--- config.mk ---
export PLATFORM = sky130hd
export DESIGN_NAME = spi_slave_control
export DESIGN_NICKNAME = d
export VERILOG_FILES = /design/src/rtl/spi_slave_control.sv
export SDC_FILE = /design/constraint.sdc
export NUM_CORES = 1
export LEC_CHECK = 0
export CAP_MARGIN = 10
export CORE_ASPECT_RATIO = 0.5
export CORE_MARGIN = 2
export CORE_UTILIZATION = 40
export DETAILED_ROUTE_END_ITERATION = 10
export DONT_BUFFER_PORTS = 1
export GPL_TIMING_DRIVEN = 0
export MAX_ROUTING_LAYER = met4
export PLACE_DENSITY_LB_ADDON = 0.2
export SKIP_CTS_REPAIR_TIMING = 1
export SLEW_MARGIN = 20
export SYNTH_ARGS = -nofsm -noshare
export SYNTH_HDL_FRONTEND = slang
export SYNTH_SLANG_ARGS = --single-unit
--- constraint.sdc ---
create_clock -name clk -period 3.05 [get_ports clk]
set_clock_uncertainty 0.2 [all_clocks]
set_input_delay 0.305 -clock clk [delete_from_list [all_inputs] [get_ports clk]]
set_output_delay 0.305 -clock clk [all_outputs]
set_load 0.1 [all_outputs]
--- src/rtl/spi_slave_control.sv ---
// rtl/spi_slave_control.sv - SPI mode-0 slave: oversampled receive, word assembly and MISO response (option: SPI_SLAVE_ECHO_EN)
module spi_slave_control #(
    parameter int DATA_W      = 8,
    parameter int SYNC_STAGES = 2
) (
    input  logic              clk,
    input  logic              rst,
    input  logic              sclk,
    input  logic              mosi,
    input  logic              ss,
    output logic              miso,
    input  logic [DATA_W-1:0] tx_data,
    output logic [DATA_W-1:0] rx_data,
    output logic              rx_valid,
    output logic              frame_err,
    output logic              busy
);

    localparam int CNT_W = $clog2(DATA_W);
    localparam logic [CNT_W-1:0] LAST_BIT = CNT_W'(DATA_W - 1);

    typedef enum logic {
        IDLE,
        ACTIVE
    } state_t;

    state_t state, next_state;

    logic [SYNC_STAGES-1:0] sclk_sync, mosi_sync, ss_sync;
    logic sclk_d, ss_d;
    logic sclk_s, mosi_s, ss_s;
    logic sclk_rise, sclk_fall, ss_rise, ss_fall;

    logic [DATA_W-1:0] tx_reg;
    logic [DATA_W-2:0] rx_sh;
    logic [DATA_W-1:0] shift_in;
    logic [CNT_W-1:0]  bit_cnt;
    logic [CNT_W-1:0]  bit_idx;
    logic [DATA_W-1:0] frame_load;
    logic [DATA_W-1:0] word_load;

    assign sclk_s = sclk_sync[SYNC_STAGES-1];
    assign mosi_s = mosi_sync[SYNC_STAGES-1];
    assign ss_s   = ss_sync[SYNC_STAGES-1];

    assign sclk_rise = sclk_s & ~sclk_d;
    assign sclk_fall = ~sclk_s & sclk_d;
    assign ss_rise   = ss_s & ~ss_d;
    assign ss_fall   = ~ss_s & ss_d;

    // Full word as it would look after shifting in the current mosi sample;
    // rx_sh only keeps the DATA_W-1 bits that still have to move up.
    assign shift_in = {rx_sh, mosi_s};

    // Bits leave MSB first, so the bit index counts down as bit_cnt counts up.
    assign bit_idx = LAST_BIT - bit_cnt;

`ifdef SPI_SLAVE_ECHO_EN
    // Loopback: the response is the most recently completed word.
    assign frame_load = rx_data;
    assign word_load  = shift_in;
`else
    assign frame_load = tx_data;
    assign word_load  = tx_data;
`endif

    // Synchronise the SPI pins and keep one extra flop for edge detection.
    always_ff @(posedge clk) begin
        if (rst) begin
            sclk_sync <= '0;
            mosi_sync <= '0;
            ss_sync   <= '1;
            sclk_d    <= 1'b0;
            ss_d      <= 1'b1;
        end else begin
            sclk_sync <= {sclk_sync[SYNC_STAGES-2:0], sclk};
            mosi_sync <= {mosi_sync[SYNC_STAGES-2:0], mosi};
            ss_sync   <= {ss_sync[SYNC_STAGES-2:0], ss};
            sclk_d    <= sclk_s;
            ss_d      <= ss_s;
        end
    end

    // Frame state register.
    always_ff @(posedge clk) begin
        if (rst) begin
            state <= IDLE;
        end else begin
            state <= next_state;
        end
    end

    // Frame boundaries follow the synchronised slave select.
    always_comb begin
        next_state = state;
        if (state == IDLE) begin
            if (ss_fall) begin
                next_state = ACTIVE;
            end
        end else begin
            if (ss_rise) begin
                next_state = IDLE;
            end
        end
    end

    // Busy reflects an open frame.
    always_comb begin
        busy = 1'b0;
        if (state == ACTIVE) begin
            busy = 1'b1;
        end
    end

    // Shift/receive datapath; slave-select edges take priority over sclk edges.
    always_ff @(posedge clk) begin
        if (rst) begin
            tx_reg    <= '0;
            rx_sh     <= '0;
            bit_cnt   <= '0;
            miso      <= 1'b1;
            rx_data   <= '0;
            rx_valid  <= 1'b0;
            frame_err <= 1'b0;
        end else begin
            rx_valid  <= 1'b0;
            frame_err <= 1'b0;
            if (state == IDLE) begin
                if (ss_fall) begin
                    tx_reg  <= frame_load;
                    bit_cnt <= '0;
                    miso    <= frame_load[DATA_W-1];
                end
            end else begin
                if (ss_rise) begin
                    miso <= 1'b1;
                    if (bit_cnt != '0) begin
                        frame_err <= 1'b1;
                    end
                end else if (sclk_rise) begin
                    rx_sh <= shift_in[DATA_W-2:0];
                    if (bit_cnt == LAST_BIT) begin
                        rx_data  <= shift_in;
                        rx_valid <= 1'b1;
                        bit_cnt  <= '0;
                        tx_reg   <= word_load;
                    end else begin
                        bit_cnt <= bit_cnt + 1'b1;
                    end
                end else if (sclk_fall) begin
                    miso <= tx_reg[bit_idx];
                end
            end
        end
    end

endmodule
==> qor.yml, run 1 <==
synth:
  syn_area_per_cell_um2: 9.87
  netlist_instances: 156
  ys_ff_latch: 38
  syn-cell-area_um2: 1540
  synth_fp_nets: 172
  ys_warn_count: 0
  ys_seq_area_frac: 0.494
  ys_types: 26
global_route:
  antenna_found_initial: 0
  grt_overflow: 0
  grt_use_total: 0.137
  grt_pass1_vias: 916
  grt_pass1_wl_mm: 4.24
  grt_max_degree: 13
critical_path:
  critPathArrivalTime_ps: 2320
  path_buf_inv: 0
  worstSetupStartpoint: "state"
  critPathMaxFanout: 8
  crit_family: "flip-flops"
  criticalPathCategory: "reg -> reg"
  crit_slowest_cell: "dfxtp_1"
  end_kind: "flop"
  cp.required_ps: 3070
  start_kind: "flop"
  crit_chain: "a31oi_2 -> a21oi_4 -> mux2i_1"
  r2r_start: "state"
  max_stage_delay_ps: 1060
layout:
  utilization: 0.505
  drive_gt1_frac: 0.109
  syn_to_final_growth_pct: 16.8
  fin_nets: 189
  diodes: 0
  final_cell_mix: "38 x dfxtp_1, 18 x nand2b_1, 18 x nand2_1"
  layout_commonest_cell: "dfxtp_1"
drt:
  wl_met2_mm: 1.16
  wl_met3_um: 144
  first_pass_iters: 4
  drt-total-wl_mm: 2.67
  vias: 1072
  vias_per_cell: 4.76
  top_layer_used: "met4"
  m1WireLength_mm: 1.33
  remaining_drc_errors: 0
  drtAntennaViolNets: 0
  routedWlPerCell_um: 11.9
  dr.first_iter.drc_count: 42
timing:
  finalSetupViolCount: 0
  hold_viol_final: 1
  fin_tns_setup_ps: 0
  max_freq_mhz: 435
  tightest_slew_ps: 1110
  fin_crit_ps: 2300
  rsz0062_at_grt: "false"
  relSlewSlack: 0.257
  maxSlewViolCount: 0
  holdWs_ps: -13.1
  fin_crit_sh: 0.753
cts:
  cts_made_buffers: 5
  clock-root-buffer: "clkbuf_8"
  htreeDepth: 2
  cts_tree: "yes"
  clk_latency_ps: 290
  cts_buffer_depth: 2
  cts.reportedPaths.clkPinSlew_ps: 70
  cts.sinks: 38
placement:
  gp_congestion: 0.712
  portBuffers: 0
  dp_hpwl_mm: 1.83
worst_hold_path:
  hold_class: "in -> reg"
  hold_start: "tx_data[0]"
power_and_ir_drop:
  power.total_mw: 0.926
  p_per_area_nw_per_um2: 515
  p_leak_nw: 0.685
  ir_drop_mv: 0.216
floorplan:
  die_h_um: 47.9
  row_count: 15
  dieArea_um2: 4390
  dieWidth_um: 91.8
  initial_core_util: 0.432
  core_um2: 3570
  io_pins: 25
outcome:
  status: "finished with violations"
  violations: "hold timing"
flow_run:
  maxCapViolCount: 0
-- through the flow --
step                std cells  setup slack (ps)  hold WS (ps)  instance area [um2]
CTS                       215               717         -92.1                 1700
floorplan                 156               929           189                 1540
global route              225               587          3.50                 1800
detailed placement        207               714           197                 1600
global placement          207               742           198                 1600
finish                    225               753         -13.1                 1800
-- report_power, final --
group          switching (mW)  leakage [nW]  internal (mW)  total (mW)
combinational          0.0242         0.329         0.0270      0.0512
clock                   0.173        0.0472          0.181       0.354
sequential             0.0146         0.308          0.506       0.520
total                   0.212         0.685          0.714       0.926
-- final timing paths --
path | endpoint | slack (ps) | cells after the start
worst min register to register | ss_sync[1] | 210 | 1
worst min-delay path | tx_reg[0] | -10 | 2
worst max-delay path | tx_reg[0] | 750 | 3
worst max register to register | tx_reg[0] | 750 | 3
-- worst reg2reg max path: cells and delay by family, from the launching register on --
family / cells / cell delay (ps)
AO/OA/AOI/OAI: 2 / 750
multiplexers: 1 / 220
flip-flops: 1 / 1060
-- cells by family after synthesis --
kind of cell / count (synthesis) / share of synthesized area
AOI/OAI and AO/OA: 16 / 0.0642
and+or+nand+nor: 69 / 0.245
DFF: 38 / 0.494
adders and majority gates: 3 / 0.0244
buffers and inverters: 11 / 0.0333
muxes: 19 / 0.140
-- area by class of cell --
class | instances | area (um2)
multi-input cells | 107 | 728
inverters | 3 | 11.3
clock buffers | 6 | 82.6
repair buffers | 10 | 100
flip-flops and latches | 38 | 761
fillers | 343 | 1770
plain buffers | 8 | 40.0
clock inverters | 2 | 12.5
well taps | 51 | 63.8
-- cell usage after synthesis (all sizes together) --
| cell type | n | area [um2] |
|---|---|---|
| a21oi | 15 | 86.3 |
| a31oi | 1 | 12.5 |
| and2b | 1 | 7.51 |
| and3 | 2 | 12.5 |
| buf | 3 | 21.3 |
| clkbuf | 5 | 18.8 |
| dfxtp | 38 | 761 |
| ha | 3 | 37.5 |
| inv | 3 | 11.3 |
| mux2i | 17 | 170 |
| mux4 | 2 | 45.0 |
| nand2 | 18 | 67.6 |
| nand2b | 18 | 113 |
| nand3 | 2 | 10.0 |
| nand4 | 3 | 25.0 |
| nand4b | 1 | 8.76 |
| nor2 | 9 | 33.8 |
| nor2b | 6 | 37.5 |
| nor3 | 2 | 10.0 |
| nor3b | 1 | 7.51 |
| nor4b | 2 | 17.5 |
| or2 | 3 | 18.8 |
| or2b | 1 | 7.51 |
-- routing by layer --
layer  up-vias  global-route usage
met3         5              0.0504
li1        559                   -
met4         0              0.0896
met2        25               0.204
met1       483               0.160
met5         -                   -
Power figures use the tool's default switching activity.
==> run 2, diff against run 1 <==
==> constraint.sdc (replaced) <==
create_clock -name clk -period 1.95 [get_ports clk]
set_clock_uncertainty 0.2 [all_clocks]
set_input_delay 0.195 -clock clk [delete_from_list [all_inputs] [get_ports clk]]
set_output_delay 0.195 -clock clk [all_outputs]
set_load 0.1 [all_outputs]
==> run 2 against run 1 <==
- the flow now finishes without violations
- worst setup slack worse by 550 ps
- power up 67%
- maximum frequency up 31%
- routed wire length up 7.3%
- combinational power up 72%
- die area unchanged
- count of clock-buffer cells in the layout up 1
- global-route usage up 0.19 points
- flip-flop and latch count unchanged
- hold slack better by 85 ps
- non-clock buffer count up 2
- critical path type unchanged
==> qor.yml, run 2 (synthesis results as in run 1) <==
outcome:
  status: "complete, no violations"
timing:
  fin_crit_sh: 0.897
  fin_tns_setup_ps: 0
  tightest_slew_ps: 991
  relSlewSlack: 0.338
  max_freq_mhz: 572
  maxSlewViolCount: 0
  finalSetupViolCount: 0
  hold_viol_final: 0
  fin_crit_ps: 1750
  rsz0062_at_grt: "false"
critical_path:
  criticalPathCategory: "reg -> reg"
  crit_family: "flip-flops"
  max_stage_delay_ps: 980
  path_depth: 4
  worst-r2r-cell-count: 4
  end_kind: "flop"
  critPathMaxFanout: 3
  critPathArrivalTime_ps: 1770
  crit_top_cell: "a21oi_1"
  cp.required_ps: 1970
  crit_slowest_cell: "dfxtp_1"
  start_kind: "flop"
  path_buf_inv: 0
  crit_chain: "nor2_1 -> a21oi_1 -> a21oi_1 -> a21oi_1"
global_route:
  grt_use_total: 0.138
  grt_max_degree: 12
  grt_overflow: 0
  antenna_found_initial: 0
  grt_pass1_vias: 950
  grt_pass1_wl_mm: 4.43
flow_run:
  maxCapViolCount: 0
drt:
  first_pass_iters: 4
  vias_per_cell: 4.84
  drt-total-wl_mm: 2.87
  dr.first_iter.drc_count: 25
  routedWlPerCell_um: 12.6
  drtAntennaViolNets: 0
  vias: 1098
  remaining_drc_errors: 0
cts:
  cts_made_buffers: 5
  clock-root-buffer: "clkbuf_8"
  cts.reportedPaths.clkPinSlew_ps: 70
  htreeDepth: 2
  clk_latency_ps: 280
  cts.sinks: 38
  cts_tree: "yes"
  cts_buffer_depth: 2
floorplan:
  initial_core_util: 0.432
  io_pins: 25
  dieWidth_um: 91.8
  die_h_um: 47.9
  core_um2: 3570
  row_count: 15
  dieArea_um2: 4390
placement:
  portBuffers: 0
  gp_congestion: 0.706
  dp_hpwl_mm: 1.87
layout:
  final_cell_mix: "37 x dfxtp_1, 18 x nand2b_1, 18 x nand2_1"
  layout_commonest_cell: "dfxtp_1"
  utilization: 0.517
  fin_nets: 191
  nFillCells: 342
  syn_to_final_growth_pct: 19.7
  drive_gt1_frac: 0.108
  diodes: 0
power_and_ir_drop:
  ir_drop_mv: 0.470
  p_per_area_nw_per_um2: 839
  p_leak_nw: 0.703
worst_hold_path:
  min_path_cells: 4
  hold_class: "in -> reg"
[run 2: cell count changes in the layout (fill, tap and decap cells not counted), sizes merged]
cell and delta:
clkinv -1, buf +1, clkbuf +1, bufinv +1
clkinvlp -1, dlygate4sd3 +1
[run 2: worst paths after layout]
kind / to / slack (ps) / start
worst max-delay path: miso / 200 / miso
worst min-delay path: miso / 70 / tx_data[7]
worst max register to register: miso / 200 / miso
worst min register to register: ss_sync[1] / 210 / ss_sync[0]
[run 2: worst reg2reg max path: stages (launching register included)]
cell and delay (ps):
dfxtp_1 980, nor2_1 120, a21oi_1 180, a21oi_1 80, a21oi_1 120
[run 2: layout make-up]
class	count	area [um2]	share of cell area
tap	51	63.8	0.0346
timing repair buffer	12	130	0.0706
multi-input combinational	107	728	0.395
clock buffer	7	76.3	0.0414
clock inverter	1	30.0	0.0163
sequential	38	764	0.415
inverter	3	11.3	0.00611
buffer	8	40.0	0.0217
[run 2: metrics by stage]
| step | setup WS, ps | power, mW | hold WS, ps | area (um2) | cells |
|---|---|---|---|---|---|
| after detailed placement | 42.5 | 0.898 | 101 | 1610 | 207 |
| after global routing | 114 | 1.60 | 112 | 1840 | 227 |
| after CTS | 21.3 | 1.54 | -193 | 1710 | 215 |
| final | 200 | 1.55 | 72.3 | 1840 | 227 |
| after floorplan | 233 | 0.883 | 98.8 | 1540 | 156 |
| after global placement | 42.3 | 0.897 | 101 | 1610 | 207 |
[run 2: routing by layer]
| metal | GRT usage | part of all wire | up-vias |
|---|---|---|---|
| met2 | 0.231 | 0.46 | 24 |
| li1 | - | - | 563 |
| met1 | 0.159 | 0.49 | 511 |
| met5 | - | 0 | - |
| met3 | 0.0504 | 0.053 | 0 |
| met4 | 0.0537 | 0 | 0 |
[run 2: power by group]
group	total [mW]	switching (mW)	leakage, nW	internal, mW
logic	0.0880	0.0405	0.342	0.0474
registers	0.814	0.0233	0.309	0.790
clock network	0.646	0.263	0.0524	0.383
total	1.55	0.327	0.703	1.22
